File: src/rtl/sqrt_result_bcd_display_pkg.sv
// Shared definitions for the square-root result BCD display block:
// converter state encoding, 7-segment glyph table and parameter legality check.
package sqrt_result_bcd_display_pkg;

    typedef enum logic [1:0] {
        IDLE   = 2'd0,
        CONV   = 2'd1,
        COMMIT = 2'd2
    } state_t;

    // Active-high segment patterns, bit order gfedcba, for decimal digits 0..9.
    localparam logic [6:0] SEG7_GLYPH [10] = '{
        7'h3F, 7'h06, 7'h5B, 7'h4F, 7'h66,
        7'h6D, 7'h7D, 7'h07, 7'h7F, 7'h6F
    };

    // Glyph lookup; non-decimal nibbles render dark.
    function automatic logic [6:0] seg7_glyph(input logic [3:0] nib);
        if (nib <= 4'd9) return SEG7_GLYPH[nib];
        return 7'h00;
    endfunction

    // True when DIGITS decimal digits can hold the largest WIDTH-bit value.
    function automatic bit bcd_width_ok(input int width, input int digits);
        longint p10;
        p10 = 1;
        for (int i = 0; i < digits; i++) p10 = p10 * 10;
        return p10 > ((longint'(1) << width) - 1);
    endfunction

endpackage

File: src/rtl/sqrt_seg7_decode.sv
// Nibble to 7-segment decoder with a blanking override. Purely combinational.
module sqrt_seg7_decode
    import sqrt_result_bcd_display_pkg::*;
(
    input  logic [3:0] nibble,
    input  logic       blank,
    output logic [6:0] seg
);

    // Blank wins over the glyph; non-decimal nibbles are dark via the table.
    always_comb begin
        seg = blank ? 7'h00 : seg7_glyph(nibble);
    end

endmodule

File: src/rtl/sqrt_result_bcd_display.sv
// Captures square-root results, converts them serially to packed BCD with
// shift-add-3, and scans the digits onto a multiplexed 7-segment display.
//
// res_valid is a single-cycle strobe with no back-pressure: a strobe while
// idle starts a conversion; a strobe while busy (including the commit cycle)
// parks the value in a one-deep pending slot where the newest value wins.
module sqrt_result_bcd_display
    import sqrt_result_bcd_display_pkg::*;
#(
    parameter  int WIDTH    = 11,
    parameter  int DIGITS   = 4,
    parameter  int DWELL    = 1024,
    parameter  int BLANK_LZ = 1,
    localparam int SEL_W    = (DIGITS > 1) ? $clog2(DIGITS) : 1
) (
    input  logic                  clk,
    input  logic                  rst,
    input  logic                  res_valid,
    input  logic [WIDTH-1:0]      res_in,
    output logic                  busy,
    output logic [4*DIGITS-1:0]   bcd_out,
    output logic                  bcd_valid,
    output logic [6:0]            seg,
    output logic                  dp,
    output logic [SEL_W-1:0]      digit_sel,
    output state_t                dbg_state
);

    localparam int BCD_W = 4 * DIGITS;
    localparam int SR_W  = BCD_W + WIDTH;
    localparam int CNT_W = $clog2(WIDTH + 1);
    localparam int DW_W  = (DWELL > 1) ? $clog2(DWELL) : 1;

    if (!bcd_width_ok(WIDTH, DIGITS)) begin : g_bad_digits
        $error("DIGITS too small to represent every WIDTH-bit value");
    end
    if (DWELL < 1) begin : g_bad_dwell
        $error("DWELL must be at least 1");
    end

    state_t              state;
    logic [SR_W-1:0]     sr;
    logic [SR_W-1:0]     sr_adj;
    logic [SR_W-1:0]     sr_next;
    logic [CNT_W-1:0]    bit_cnt;
    logic                pend;
    logic [WIDTH-1:0]    pend_val;
    logic [DW_W-1:0]     dwell_cnt;
    logic [DIGITS-1:0]   blank_vec;
    logic [3:0]          sel_nib;
    logic                sel_blank;

    assign dbg_state = state;

    // One double-dabble step: correct every BCD nibble >= 5, then shift left.
    always_comb begin
        sr_adj = sr;
        for (int i = 0; i < DIGITS; i++) begin
            if (sr_adj[WIDTH+4*i +: 4] >= 4'd5)
                sr_adj[WIDTH+4*i +: 4] = sr_adj[WIDTH+4*i +: 4] + 4'd3;
        end
        sr_next = {sr_adj[SR_W-2:0], 1'b0};
    end

    // Conversion FSM with pending-slot capture and result commit.
    always_ff @(posedge clk or posedge rst) begin
        if (rst) begin
            state     <= IDLE;
            busy      <= 1'b0;
            bcd_out   <= '0;
            bcd_valid <= 1'b0;
            pend      <= 1'b0;
            pend_val  <= '0;
            sr        <= '0;
            bit_cnt   <= '0;
        end else begin
            bcd_valid <= 1'b0;
            case (state)
                IDLE: begin
                    if (res_valid) begin
                        sr      <= {{BCD_W{1'b0}}, res_in};
                        bit_cnt <= CNT_W'(WIDTH);
                        busy    <= 1'b1;
                        state   <= CONV;
                    end
                end
                CONV: begin
                    sr      <= sr_next;
                    bit_cnt <= bit_cnt - 1'b1;
                    if (bit_cnt == CNT_W'(1)) state <= COMMIT;
                    if (res_valid) begin
                        pend     <= 1'b1;
                        pend_val <= res_in;
                    end
                end
                COMMIT: begin
                    bcd_out   <= sr[SR_W-1:WIDTH];
                    bcd_valid <= 1'b1;
                    // A strobe landing on this edge is newer than the pending slot.
                    if (res_valid || pend) begin
                        sr      <= {{BCD_W{1'b0}}, (res_valid ? res_in : pend_val)};
                        bit_cnt <= CNT_W'(WIDTH);
                        pend    <= 1'b0;
                        busy    <= 1'b1;
                        state   <= CONV;
                    end else begin
                        busy  <= 1'b0;
                        state <= IDLE;
                    end
                end
                default: state <= IDLE;
            endcase
        end
    end

    // Free-running scan: hold each digit DWELL cycles, MSD down to LSD.
    always_ff @(posedge clk or posedge rst) begin
        if (rst) begin
            dwell_cnt <= '0;
            digit_sel <= SEL_W'(DIGITS - 1);
        end else if (dwell_cnt == DW_W'(DWELL - 1)) begin
            dwell_cnt <= '0;
            digit_sel <= (digit_sel == '0) ? SEL_W'(DIGITS - 1) : digit_sel - 1'b1;
        end else begin
            dwell_cnt <= dwell_cnt + 1'b1;
        end
    end

    // Leading-zero mask: a digit blanks when it and all digits above are zero.
    always_comb begin
        logic zero_run;
        zero_run  = 1'b1;
        blank_vec = '0;
        for (int i = DIGITS - 1; i >= 0; i--) begin
            zero_run     = zero_run && (bcd_out[4*i +: 4] == 4'd0);
            blank_vec[i] = (BLANK_LZ != 0) && zero_run && (i != 0);
        end
    end

    // Select the nibble and blank flag for the digit currently scanned.
    always_comb begin
        sel_nib   = 4'd0;
        sel_blank = 1'b0;
        for (int i = 0; i < DIGITS; i++) begin
            if (digit_sel == SEL_W'(i)) begin
                sel_nib   = bcd_out[4*i +: 4];
                sel_blank = blank_vec[i];
            end
        end
    end

    assign dp = (digit_sel == '0);

    sqrt_seg7_decode u_decode (
        .nibble (sel_nib),
        .blank  (sel_blank),
        .seg    (seg)
    );

endmodule

File: config.mk
export PLATFORM = sky130hd
export DESIGN_NAME = sqrt_result_bcd_display
export DESIGN_NICKNAME = d
export VERILOG_FILES = /design/src/rtl/sqrt_result_bcd_display_pkg.sv /design/src/rtl/sqrt_seg7_decode.sv /design/src/rtl/sqrt_result_bcd_display.sv
export SDC_FILE = /design/constraint.sdc
export NUM_CORES = 1
export LEC_CHECK = 0
export CORE_AREA = 2 2 102 124
export CTS_BUF_LIST = sky130_fd_sc_hd__clkbuf_2 sky130_fd_sc_hd__clkbuf_4 sky130_fd_sc_hd__clkbuf_8
export CTS_CLUSTER_DIAMETER = 120
export DETAILED_ROUTE_END_ITERATION = 6
export DIE_AREA = 0 0 104 126
export HOLD_SLACK_MARGIN = 0.05
export PLACE_DENSITY = 0.5
export SLEW_MARGIN = 20
export SYNTH_ARGS = -nofsm -noshare
export SYNTH_HDL_FRONTEND = slang
export SYNTH_SLANG_ARGS = --single-unit
File: constraint.sdc
create_clock -name clk -period 4.45 [get_ports clk]
set_input_delay 0.6675 -clock clk [delete_from_list [all_inputs] [get_ports clk]]
set_output_delay 0.6675 -clock clk [all_outputs]
set_load 0.02 [all_outputs]
==> flow_metrics.tcl <==
set metrics [dict create \
    status "finished clean" \
    nets 482 \
    start_util_pct 34.2 \
    fin_ws_ns 0.429 \
    synth_mux_area_share_pct 9.68 \
    grt_pass1_vias 3005 \
    vias 3087 \
    die_w_um 104 \
    crit_top_cell "ha_1" \
    core_area_um2 11900 \
    crit_slowest_cell "clkdlybuf4s50_1" \
    hp-class "reg -> reg" \
    synth.net_count 441 \
    setup.worst_path.end_class "primary output" \
    path_cells "ha_1 -> a211oi_1 -> a221oi_2 -> inv_1 -> ha_1 -> a311o_1 -> a21oi_1 -> clkdlybuf4s50_1" \
    antenna_found_initial 0 \
    die-area_um2 13100 \
    finalSetupTns_ns 0 \
    period_share_pct 90.4 \
    cts_buffer_depth 2 \
    power.density_nw_per_um2 482 \
    syn_avg_cell_area_um2 10.1 \
    worstPathArrival_ns 3.35 \
    required_ns 3.78 \
    hold_viol 0 \
    crit_type "reg -> out" \
    startpoint "digit_sel[0]$_DFFE_PP1N_" \
    pin_count 44 \
    grt_overflow 0 \
    critPathMaxFanout 14 \
    die_h_um 126 \
    synthDistinctLibCells 53 \
    r2r-start "dbg_state[0]$_DFFE_PP0P_" \
    cts_hold_buf 0 \
    gp_congestion 0.790 \
    finalMaxSlewViolations 0 \
    post_dp_cell_area_um2 4670 \
    syn-instance-count 405 \
    hold_slack_ns 0.488 \
    rsz0062_at_grt "no" \
    reg2reg_slack_ns 1.73 \
    fin_crit_ns 4.02 \
    peakVddDrop_v 0.000269 \
    final_area_um2 4860 \
    insertion_delay_ns 0.35 \
    fin_skew_ns 0.0126 \
    r2r-end "sr[18]$_DFFE_PP0P_" \
    post_cts_buffers 0 \
    hold_depth 1 \
    vias_per_cell 5.05 \
    root_buffer "clkbuf_8" \
    drc 0 \
    finalSetupViolCount 0 \
    routed_wl_um 8760 \
    r2r_cells 6 \
    endpoint "seg[0]" \
    std_cell_rows 44 \
    synth-main-ff-cell "dfrtp_1" \
    grt_usage_pct 13.7 \
    drt_iter0_drc 111 \
    fmax_ghz 0.249 \
    maxSlewHeadroom_pct 54.1 \
    cts-resized-gates 0 \
    clock-sinks 75 \
    portBuffers 43 \
    synthSimpleGateAreaFrac_pct 12.4 \
    cts_tree "built" \
    dp_hpwl_um 6090 \
    synth_edf_count 0 \
    startpoint_type "register" \
    grt_pass1_wl_um 14700 \
    async_flop_share_pct 100 \
    area_delta_synth_final_pct 19.5 \
    synth_fa_ha_area_share_pct 6.76 \
    drv_cap 0 \
    ys_ff_latch 75 \
    antenna_cells 0 \
    clk_pin_slew_ns 0.08 \
    antenna_left 0 \
    power_leakage_nw 2.07 \
    routedWlPerCell_um 14.3 \
    yosys.area_share.xor_xnor_pct 2.80 \
    drive_above_1_share_pct 14.2 \
    cp_slowest_stage_delay_ns 0.62 \
    drt_first_pass_iters 4 \
    seq_area_frac_synth_pct 46.2 \
    synth_top_family_by_area "compound AO/OA/AOI/OAI gates" \
    ys_warn_count 0 \
    grt_max_degree 34 \
    cts_max_level 3 \
    pre_cts_ws_ns 0.813 \
    synth_compound_area_share_pct 17.8 \
    cts_buffers 9 \
    netlist_area_um2 4070 \
    worstMarginPinSlew_ns 0.681 \
]
cell usage after synthesis (3+ instances only):
cell	count	area share, %
nand3_1	5	0.61
xor2_1	5	1.1
o22ai_1	5	0.77
o31ai_1	4	0.74
nor2b_1	3	0.46
nand2_1	42	3.9
nor3_1	3	0.37
o21ai_0	37	4.5
nand3b_1	3	0.55
a22oi_1	10	1.8
mux2_2	35	9.7
nor2_1	24	2.2
and4_1	3	0.65
and3_1	5	0.77
ha_1	22	6.8
a32o_1	4	0.98
clkbuf_1	14	1.3
a211oi_1	3	0.55
inv_1	24	2.2
dfrtp_1	73	45
a21oi_1	25	3.1
nand2b_1	5	0.77
nor3b_1	4	0.74
xnor2_1	8	1.7
a221oi_1	3	0.65
sequential cells by signal, summed over array words and instances, names as in the netlist:
register and cells:
digit_sel 2, dwell_cnt 10, pend_val 11, bit_cnt 4, sr 27, bcd_valid 1
bcd_out 16, dbg_state 2, busy 1, pend 1
critical path: cells and delay by family, from the launching register on:
| kind | cells | cell delay [ns] |
|---|---|---|
| buffers and inverters | 2 | 0.75 |
| DFF | 1 | 0.59 |
| AOI/OAI and AO/OA | 4 | 1.00 |
| adders and majority gates | 2 | 0.68 |
metal layers:
layer | share of wire, % | vias up | track usage (%)
li1 | - | 1523 | -
met1 | 48 | 1501 | 17.8
met2 | 46 | 53 | 22.2
met3 | 3.8 | 10 | 3.31
met4 | 1.3 | 0 | 5.09
met5 | 0 | - | 0
worst min path at each step:
stage,slack (ns),to,from
6_report,0.49,dwell_cnt[9]$_DFF_PP0_,dwell_cnt[9]$_DFF_PP0_
2_1_floorplan,0.45,dwell_cnt[9]$_DFF_PP0_,dwell_cnt[9]$_DFF_PP0_
4_1_cts,0.49,dwell_cnt[9]$_DFF_PP0_,dwell_cnt[9]$_DFF_PP0_
5_1_grt,0.51,dwell_cnt[9]$_DFF_PP0_,dwell_cnt[9]$_DFF_PP0_
3_5_place_dp,0.47,dwell_cnt[9]$_DFF_PP0_,dwell_cnt[9]$_DFF_PP0_
3_3_place_gp,0.47,sr[9]$_DFFE_PP0P_,sr[9]$_DFFE_PP0P_
metrics by stage:
step,std cells,util (%),power [mW]
2_1_floorplan,405,-,1.54
5_1_grt,611,40.9,2.52
6_report,611,40.9,2.34
3_3_place_gp,596,39.2,1.82
3_5_place_dp,596,39.2,1.84
4_1_cts,611,40.9,2.38
where the power goes:
group	switching (mW)	internal, mW
Sequential	0.106	0.834
Clock	0.254	0.278
Combinational	0.474	0.398
Total	0.835	1.51
cells by family after synthesis:
| group | count (synthesis) |
|---|---|
| and+or+nand+nor | 105 |
| DFF | 75 |
| buffers and inverters | 44 |
| xor gates and xnor gates | 13 |
| AOI/OAI and AO/OA | 111 |
| muxes | 35 |
| adders and majority gates | 22 |
cell usage in the layout (no fill, tap or decap), types with 2 or more instances in the layout:
cell / Yosys / final
a211oi_1: 3 / 3
a21oi_1: 25 / 25
a221o_1: 2 / 2
a221oi_1: 3 / 3
a22o_1: 2 / 2
a22oi_1: 10 / 10
a32o_1: 4 / 4
and3_1: 5 / 5
and4_1: 3 / 3
buf_4: 1 / 7
clkbuf_8: 0 / 10
clkdlybuf4s50_1: 0 / 43
dfrtp_1: 73 / 73
dfstp_2: 2 / 2
ha_1: 22 / 22
inv_1: 24 / 23
mux2_2: 35 / 35
nand2_1: 42 / 42
nand2b_1: 5 / 5
nand3_1: 5 / 5
nand3b_1: 3 / 3
nor2_1: 24 / 24
nor2b_1: 3 / 3
nor3_1: 3 / 3
nor3b_1: 4 / 4
nor4_1: 2 / 2
o211ai_1: 2 / 2
o21ai_0: 37 / 37
o22ai_1: 5 / 5
o31ai_1: 4 / 4
o32ai_1: 2 / 2
xnor2_1: 8 / 8
xor2_1: 5 / 5
area by class of cell:
type,instances,area (µm²)
Clock buffer,11,145
Clock inverter,4,51.3
Fill cell,1201,7030
Sequential cell,75,1880
Multi-Input combinational cell,286,2010
Inverter,24,90.1
Tap cell,161,201
Timing Repair Buffer,50,483
No activity file was read; power rests on OpenSTA's default activity.
